==> config.mk <==
export PLATFORM = sky130hd
export DESIGN_NAME = mem_access_ctrl
export DESIGN_NICKNAME = d
export VERILOG_FILES = /design/src/rtl/mem_access_ctrl.sv
export SDC_FILE = /design/constraint.sdc
export NUM_CORES = 1
export LEC_CHECK = 0
export BUFFER_PORTS_ARGS = -buffer_cell sky130_fd_sc_hd__buf_4
export CORE_ASPECT_RATIO = 0.8
export CORE_MARGIN = 2
export CORE_UTILIZATION = 40
export CTS_CLUSTER_SIZE = 28
export DETAILED_ROUTE_END_ITERATION = 10
export PLACE_DENSITY_LB_ADDON = 0.12
export SYNTH_ARGS = -nofsm -noshare
export SYNTH_HDL_FRONTEND = slang
export SYNTH_SLANG_ARGS = --single-unit
==> constraint.sdc <==
create_clock -name clk -period 1.9 [get_ports clk]
set_input_delay 0.38 -clock clk [delete_from_list [all_inputs] [get_ports clk]]
set_output_delay 0.38 -clock clk [all_outputs]
set_load 0.005 [all_outputs]
==> src/rtl/mem_access_ctrl.sv <==
// LC3 memory-block sequencer: serialises fetch (port 0) and data (port 1) single-word
// requests onto MAR/MDR/memory strobes. Define MEM_ACCESS_CTRL_RR_EN for round-robin arbitration.
module mem_access_ctrl #(
  parameter int unsigned DATA_W   = 16,
  parameter int unsigned MEM_WAIT = 0
) (
  input  logic              clk,
  input  logic              reset,
  input  logic              p0_req,
  input  logic              p0_we,
  input  logic [DATA_W-1:0] p0_addr,
  input  logic [DATA_W-1:0] p0_wdata,
  output logic              p0_ack,
  input  logic              p1_req,
  input  logic              p1_we,
  input  logic [DATA_W-1:0] p1_addr,
  input  logic [DATA_W-1:0] p1_wdata,
  output logic              p1_ack,
  output logic [DATA_W-1:0] rdata,
  input  logic [DATA_W-1:0] mdr_out,
  output logic [DATA_W-1:0] mem_bus,
  output logic              bus_en,
  output logic              ld_mar,
  output logic              ld_mdr,
  output logic              sel_mdr,
  output logic              mem_we,
  output logic              busy,
  output logic              grant_id
);
  localparam int unsigned CNT_W = 3;
  localparam logic [CNT_W-1:0] WAIT_LAST = CNT_W'((MEM_WAIT > 0) ? MEM_WAIT - 1 : 0);

  typedef enum logic [2:0] {S_IDLE, S_LD_MAR, S_WAIT, S_LD_MDR, S_WRITE, S_DONE} state_t;

  typedef struct packed {
    logic [DATA_W-1:0] mem_bus;
    logic              bus_en;
    logic              ld_mar;
    logic              ld_mdr;
    logic              sel_mdr;
    logic              mem_we;
    logic              p0_ack;
    logic              p1_ack;
    logic              busy;
    logic              grant_id;
  } ctrl_t;

  state_t            state_q, state_d;
  logic [CNT_W-1:0]  cnt_q, cnt_d;
  logic [DATA_W-1:0] addr_q, addr_d, wdata_q, wdata_d;
  logic              we_q, we_d, id_q, id_d;
  logic              win_id;
  ctrl_t             ctrl_q, ctrl_d;

`ifdef MEM_ACCESS_CTRL_RR_EN
  // Contested requests go to the port that was not served last.
  logic last_grant_q;

  always_comb begin
    if (p0_req && p1_req) win_id = ~last_grant_q;
    else                  win_id = p1_req;
  end

  always_ff @(posedge clk or posedge reset) begin
    if (reset)                                       last_grant_q <= 1'b1;
    else if (state_q == S_IDLE && (p0_req || p1_req)) last_grant_q <= win_id;
  end
`else
  assign win_id = p1_req;
`endif

  // Next state plus the strobe pattern of the state being entered, so strobes are registered.
  always_comb begin
    state_d = state_q;
    cnt_d   = cnt_q;
    addr_d  = addr_q;
    wdata_d = wdata_q;
    we_d    = we_q;
    id_d    = id_q;
    ctrl_d  = '0;

    case (state_q)
      S_IDLE: begin
        if (p0_req || p1_req) begin
          id_d    = win_id;
          addr_d  = win_id ? p1_addr  : p0_addr;
          wdata_d = win_id ? p1_wdata : p0_wdata;
          we_d    = win_id ? p1_we    : p0_we;
          state_d = S_LD_MAR;
        end
      end
      S_LD_MAR: begin
        cnt_d   = '0;
        state_d = (MEM_WAIT > 0) ? S_WAIT : S_LD_MDR;
      end
      S_WAIT: begin
        cnt_d = cnt_q + 3'd1;
        if (cnt_q == WAIT_LAST) state_d = S_LD_MDR;
      end
      S_LD_MDR: state_d = we_q ? S_WRITE : S_DONE;
      S_WRITE:  state_d = S_DONE;
      S_DONE:   state_d = S_IDLE;
      default:  state_d = S_IDLE;
    endcase

    case (state_d)
      S_LD_MAR: begin
        ctrl_d.mem_bus = addr_d;
        ctrl_d.bus_en  = 1'b1;
        ctrl_d.ld_mar  = 1'b1;
      end
      S_LD_MDR: begin
        ctrl_d.ld_mdr = 1'b1;
        if (we_d) begin
          ctrl_d.mem_bus = wdata_d;
          ctrl_d.bus_en  = 1'b1;
        end else begin
          ctrl_d.sel_mdr = 1'b1;
        end
      end
      S_WRITE: ctrl_d.mem_we = 1'b1;
      S_DONE: begin
        ctrl_d.p0_ack = ~id_d;
        ctrl_d.p1_ack = id_d;
      end
      default: ;
    endcase
    ctrl_d.busy     = (state_d != S_IDLE);
    ctrl_d.grant_id = (state_d != S_IDLE) && id_d;
  end

  always_ff @(posedge clk or posedge reset) begin
    if (reset) begin
      state_q <= S_IDLE;
      cnt_q   <= '0;
      addr_q  <= '0;
      wdata_q <= '0;
      we_q    <= 1'b0;
      id_q    <= 1'b0;
      ctrl_q  <= '0;
    end else begin
      state_q <= state_d;
      cnt_q   <= cnt_d;
      addr_q  <= addr_d;
      wdata_q <= wdata_d;
      we_q    <= we_d;
      id_q    <= id_d;
      ctrl_q  <= ctrl_d;
    end
  end

  assign mem_bus  = ctrl_q.mem_bus;
  assign bus_en   = ctrl_q.bus_en;
  assign ld_mar   = ctrl_q.ld_mar;
  assign ld_mdr   = ctrl_q.ld_mdr;
  assign sel_mdr  = ctrl_q.sel_mdr;
  assign mem_we   = ctrl_q.mem_we;
  assign p0_ack   = ctrl_q.p0_ack;
  assign p1_ack   = ctrl_q.p1_ack;
  assign busy     = ctrl_q.busy;
  assign grant_id = ctrl_q.grant_id;

  // MDR already holds the read word during the ack cycle.
  assign rdata = (ctrl_q.p0_ack || ctrl_q.p1_ack) ? mdr_out : '0;

endmodule

==> impl_metrics.ini, run 1 <==
[grt]
antenna_found_initial = 0
grt_max_degree = 50
first_global_vias = 1940
globalRouteOverflowTotal = 0
grtUsageTotal = 0.180
grt_pass1_wl_um = 9580

[synthesis]
synthSimpleGateAreaFrac = 0.107
synth_xor_xnor_area_share = 0.00717
compound_gate_fraction_of_synth_area = 0.175
yosysSeqAreaShare = 0.502
synthesized_instance_count = 226
synth_top_family_by_area = compound AO/OA/AOI/OAI gates
synth_cell_type_count = 38
netlist_area_um2 = 2440
synth_fa_ha_area_frac = 0.0102
synth.avg_cell_area_um2 = 10.8
synth_mux_area_frac = 0.140
synth_async_sr_flop_share = 1.00
syn_nets = 314
yosys_register_bits = 49
synth_edf_count = 0
ys.flop_type = sky130_fd_sc_hd__dfrtp_1
warnings_from_yosys = 0

[timing]
post-route-worst-setup-slack_ns = 0.157
sum_of_negative_setup_slack_ns = 0
clk_skew_ns = 0.00584
max_slew.worst_pin.slew_ns = 0.571
final.min_clock_period_ns = 1.74
grt_setup_unrepaired = no
maximum_clock_frequency_ghz = 0.574
final.period_utilization = 0.917
hold_slack_ns = 0.109
drv_slew = 0
relSlewSlack = 0.619
setup_viol = 0
timing_hold_violations_final = 0

[clocking]
cts_max_level = 2
holdBufCountCts = 0
post-cts-setup-buffer-count = 0
count_of_clock_tree_sinks = 49
cts_buffer_depth = 2
clkTransAtPathRegs_ns = 0.09
numCtsBuffers = 5
total_of_cells_resized_after_clock_tree_synthesis = 0
root_buffer = sky130_fd_sc_hd__clkbuf_8
cts_tree = built
worst_skew_pair.late_latency_ns = 0.30

[place]
gp_congestion = 0.812
io_buffer_count = 126
place_area_um2 = 3460
post_placement_setup_slack_ns = 0.176
estimated_wirelength_of_the_detail_placed_design_um = 4480

[detailed_routing]
post_drt_wl_per_cell_um = 13.9
top_signal_layer_used = met4
m1WireLength_um = 2640
post_drt_via_cell_ratio = 4.92
detail_route.iter0.violations = 132
vias = 2111
ant_nets = 0
drt_pre_antenna_iters = 4
drc_errors = 0
route.met3.wl_um = 526
routed_wirelength_um = 5980
routed-wl-met2_um = 2740

[floorplanning]
die-height_um = 73.9
area_of_the_core_um2 = 5910
die_area_um2 = 6750
fp-row-count = 25
start_util = 0.413
io_pins = 127
die_w_um = 91.4

[setup_path]
critPathMaxFanout = 17
critPathLaunchType = register
critical_path_class = reg2reg
cp_data_arrival_time_ns = 1.93
cp_data_required_time_ns = 2.08
end_kind = register

[power]
power_per_cell_area_nw_per_um2 = 1180
total_power_uw = 4200
ir_worst_vdd_mv = 0.606
leakage_dissipation_uw = 0.00181

[finish]
area_growth_pct = 45.4
postLayoutCellArea_um2 = 3550
antenna-diode-count = 0
final_layout_net_count = 435
drive_above_1_share = 0.431

[status]
run_status = complete, no violations

[job]
max_cap_viol_count = 0

[worst_hold_path]
hold_crit_path_type = in2async
==> logic make-up (layout without fill, tap and decap cells) <==
kind of cell               after synthesis  in the layout
xor gates and xnor gates                 2              2
buffers and inverters                   29            151
muxes                                   34             34
adders and majority gates                2              2
DFF                                     49             49
and+or+nand+nor                         44             44
AOI/OAI and AO/OA                       66             66
==> worst max-delay path, stage by stage, from the launching register on <==
cell	delay, ns
sky130_fd_sc_hd__dfrtp_1	0.40
sky130_fd_sc_hd__inv_1	0.06
sky130_fd_sc_hd__ha_1	0.18
sky130_fd_sc_hd__and4bb_1	0.22
sky130_fd_sc_hd__o211a_1	0.46
sky130_fd_sc_hd__or2_1	0.30
==> worst paths after layout <==
check	startpoint	endpoint	slack [ns]	cells after the start
max in group asynchronous	reset	sel_mdr	1.56	3
hold / removal	reset	mem_we	0.11	3
setup reg to reg	cnt_q[0]	bus_en	0.16	5
min in group clk	p0_wdata[14]	wdata_q[14]	0.35	3
hold reg to reg	wdata_q[1]	mem_bus[1]	0.48	1
setup / recovery	cnt_q[0]	bus_en	0.16	5
==> cell usage after synthesis (all sizes together), types with 3 or more instances <==
cell type  number  area (um2)
buf            12        80.1
clkbuf          9        33.8
dfrtp          49        1230
inv             8        30.0
mux2i          33         330
nand2           6        25.0
nor2           10        37.5
nor2b          18         113
nor3            3        26.3
o21ai          38         190
o2bb2ai        17         149
==> metrics by stage <==
step           std cells   util
2_1_floorplan        226      -
3_3_place_gp         421  0.585
3_5_place_dp         421  0.585
4_1_cts              429  0.601
5_1_grt              429  0.601
6_report             429  0.601
==> power breakdown <==
part	leakage [uW]	total, uW	internal, uW	switching, uW
Combinational	0.00112	1860	979	880
Clock	0.0000512	629	295	334
Sequential	0.000633	1710	1460	253
Total	0.00181	4200	2740	1470
==> sequential cells by signal (all words and copies together), names as in the netlist <==
signal / flops
mem_bus: 16
wdata_q: 16
cnt_q: 3
state_q: 3
bus_en: 1
busy: 1
grant_id: 1
id_q: 1
ld_mar: 1
ld_mdr: 1
mem_we: 1
p0_ack: 1
p1_ack: 1
sel_mdr: 1
we_q: 1
==> metal layers <==
| layer | GRT usage | vias up |
|---|---|---|
| met4 | 0.0505 | 0 |
| met2 | 0.275 | 92 |
| met1 | 0.251 | 971 |
| li1 | - | 1041 |
| met5 | 0 | - |
| met3 | 0.0523 | 7 |
==> layout make-up <==
type | count | area [um2]
clock buffer | 6 | 82.6
fill | 504 | 2360
sequential | 49 | 1230
inverter | 8 | 30.0
timing repair buffer | 135 | 1030
multi-input combinational | 148 | 1070
tap | 81 | 101
clock inverter | 2 | 13.8
==> layout by cell type, fill, tap and decap left out, types with 2 or more instances in the layout <==
cell / count
sky130_fd_sc_hd__o21ai_1: 6
sky130_fd_sc_hd__dfrtp_1: 49
sky130_fd_sc_hd__clkbuf_8: 6
sky130_fd_sc_hd__buf_4: 134
sky130_fd_sc_hd__nor2_1: 10
sky130_fd_sc_hd__nor2b_1: 18
sky130_fd_sc_hd__nand2_1: 5
sky130_fd_sc_hd__ha_1: 2
sky130_fd_sc_hd__o2bb2ai_1: 17
sky130_fd_sc_hd__mux2i_1: 33
sky130_fd_sc_hd__xnor2_1: 2
sky130_fd_sc_hd__nor3_1: 2
sky130_fd_sc_hd__a21oi_1: 2
sky130_fd_sc_hd__inv_2: 2
sky130_fd_sc_hd__inv_1: 6
sky130_fd_sc_hd__o21ai_0: 32
No activity file was read; power rests on OpenSTA's default activity.
==> run 2, diff against run 1 <==
--- a/config.mk
+++ b/config.mk
@@ -11,6 +11,8 @@
 export CORE_UTILIZATION = 40
 export CTS_CLUSTER_SIZE = 28
 export DETAILED_ROUTE_END_ITERATION = 10
+export HOLD_SLACK_MARGIN = 0.12
+export MAX_ROUTING_LAYER = met4
 export PLACE_DENSITY_LB_ADDON = 0.12
 export SYNTH_ARGS = -nofsm -noshare
 export SYNTH_HDL_FRONTEND = slang
==> impl_metrics.ini, run 2 (synthesized netlist as in run 1, its figures left out) <==
[finish]
mostFrequentLayoutCell = sky130_fd_sc_hd__buf_4
drive_above_1_share = 0.430
final_layout_net_count = 436
antenna-diode-count = 0
area_growth_pct = 45.9
layout.cells.most_common_list = sky130_fd_sc_hd__buf_4, sky130_fd_sc_hd__dfrtp_1, sky130_fd_sc_hd__mux2i_1
postLayoutCellArea_um2 = 3560

[clocking]
cts_tree = built
post-cts-setup-buffer-count = 0
count_of_clock_tree_sinks = 49
root_buffer = sky130_fd_sc_hd__clkbuf_8
clkTransAtPathRegs_ns = 0.09
numCtsBuffers = 5
cts_buffer_depth = 2
cts_max_level = 2
worst_skew_pair.late_latency_ns = 0.30

[setup_path]
critPathMaxFanout = 17
worst-path-stages = 5
timing.critical_path.cells = inv_1, ha_1, and4bb_1, o211a_1, or2_1
startpoint = cnt_q[0]
end_kind = register
r2r_cells = 5
critPathTopFamily = simple AND/OR/NAND/NOR gates
worst-r2r-setup-slack_ns = 0.16
timing.critical_path.slowest_stage_cell = sky130_fd_sc_hd__o211a_1
timing.rr.start = cnt_q[0]
cpPeakStageDelay_ns = 0.46
critPathLaunchType = register
critical_path_class = reg2reg
cp_data_required_time_ns = 2.08
worst_r2r_endpoint = bus_en
cp_data_arrival_time_ns = 1.92
worst-path-buf-inv = 1
cp_endpoint = bus_en

[detailed_routing]
detail_route.iter0.violations = 114
drc_errors = 0
post_drt_wl_per_cell_um = 13.9
routed_wirelength_um = 5970
post_drt_via_cell_ratio = 4.90
drt_pre_antenna_iters = 4
ant_nets = 0
vias = 2109

[timing]
grt_setup_unrepaired = no
timing_hold_violations_final = 0
maximum_clock_frequency_ghz = 0.575
sum_of_negative_setup_slack_ns = 0
drv_slew = 0
final.min_clock_period_ns = 1.74
setup_viol = 0
relSlewSlack = 0.625
final.period_utilization = 0.915
clk_skew_ns = 0.00714
max_slew.worst_pin.slew_ns = 0.563

[grt]
globalRouteOverflowTotal = 0
grt_max_degree = 50
grt_pass1_wl_um = 9610
first_global_vias = 1944
antenna_found_initial = 0
grtUsageTotal = 0.185

[floorplanning]
die_w_um = 91.4
area_of_the_core_um2 = 5910
io_pins = 127
start_util = 0.413
die_area_um2 = 6750
fp-row-count = 25
die-height_um = 73.9

[status]
run_status = complete, no violations

[power]
leakage_dissipation_uw = 0.00181
ir_worst_vdd_mv = 0.610
power_per_cell_area_nw_per_um2 = 1180

[place]
gp_congestion = 0.824
place_area_um2 = 3460
estimated_wirelength_of_the_detail_placed_design_um = 4480
io_buffer_count = 126

[worst_hold_path]
min-delay-start = p0_wdata[14]
hold_crit_path_type = in2reg

[job]
max_cap_viol_count = 0
==> run 2: cell types whose count changed in the layout (fill, tap and decap cells not counted) <==
cell / change
sky130_fd_sc_hd__dlygate4sd3_1: +1
==> run 2: final cells by class <==
type,count,area [um2]
Tap cell,81,101
Clock inverter,2,13.8
Multi-Input combinational cell,148,1070
Clock buffer,6,82.6
Sequential cell,49,1230
Timing Repair Buffer,136,1040
Fill cell,503,2350
Inverter,8,30.0
==> run 2: tightest hold or removal path: cells and delay by family <==
kind	cells	cell delay, ns
compound gates	1	0.10
buf+inv	1	0.07
mux	1	0.05
==> run 2: per-layer routing <==
metal | part of all wire | vias to the layer above | global-route usage
li1 | - | 1039 | -
met5 | 0 | - | -
met1 | 0.45 | 972 | 0.251
met2 | 0.46 | 91 | 0.276
met4 | 0.011 | 0 | 0.0505
met3 | 0.081 | 7 | 0.0513
==> run 2: through the flow <==
| step | utilization | power, uW | cells | setup WS, ns | hold WS [ns] |
|---|---|---|---|---|---|
| 6_report | 0.603 | 4200 | 430 | 0.161 | 0.350 |
| 5_1_grt | 0.603 | 4550 | 430 | 0.0592 | 0.356 |
| 4_1_cts | 0.603 | 4260 | 430 | 0.154 | 0.346 |
| 3_5_place_dp | 0.585 | 3610 | 421 | 0.176 | 0.449 |
| 3_3_place_gp | 0.585 | 3580 | 421 | 0.189 | 0.449 |
| 2_1_floorplan | - | 2760 | 226 | 0.347 | 0.450 |
==> run 2: how the worst min path moves through the flow <==
| stage | to | depth (start not counted) |
|---|---|---|
| 6_report | wdata_q[14] | 3 |
| 5_1_grt | wdata_q[14] | 3 |
| 4_1_cts | wdata_q[14] | 3 |
| 3_5_place_dp | ld_mar | 3 |
| 3_3_place_gp | ld_mar | 3 |
| 2_1_floorplan | mem_bus[0] | 1 |
==> run 2: power by group <==
| group | internal, uW | switching, uW | leakage (uW) |
|---|---|---|---|
| clock | 295 | 334 | 0.0000512 |
| combinational | 981 | 879 | 0.00113 |
| sequential | 1460 | 251 | 0.000633 |
==> run 2: what timing repair did <==
item | CTS | global route
hold buffers | 1 | 0
gates resized for setup | 0 | 0
endpoints found under the hold margin | 9 | 0
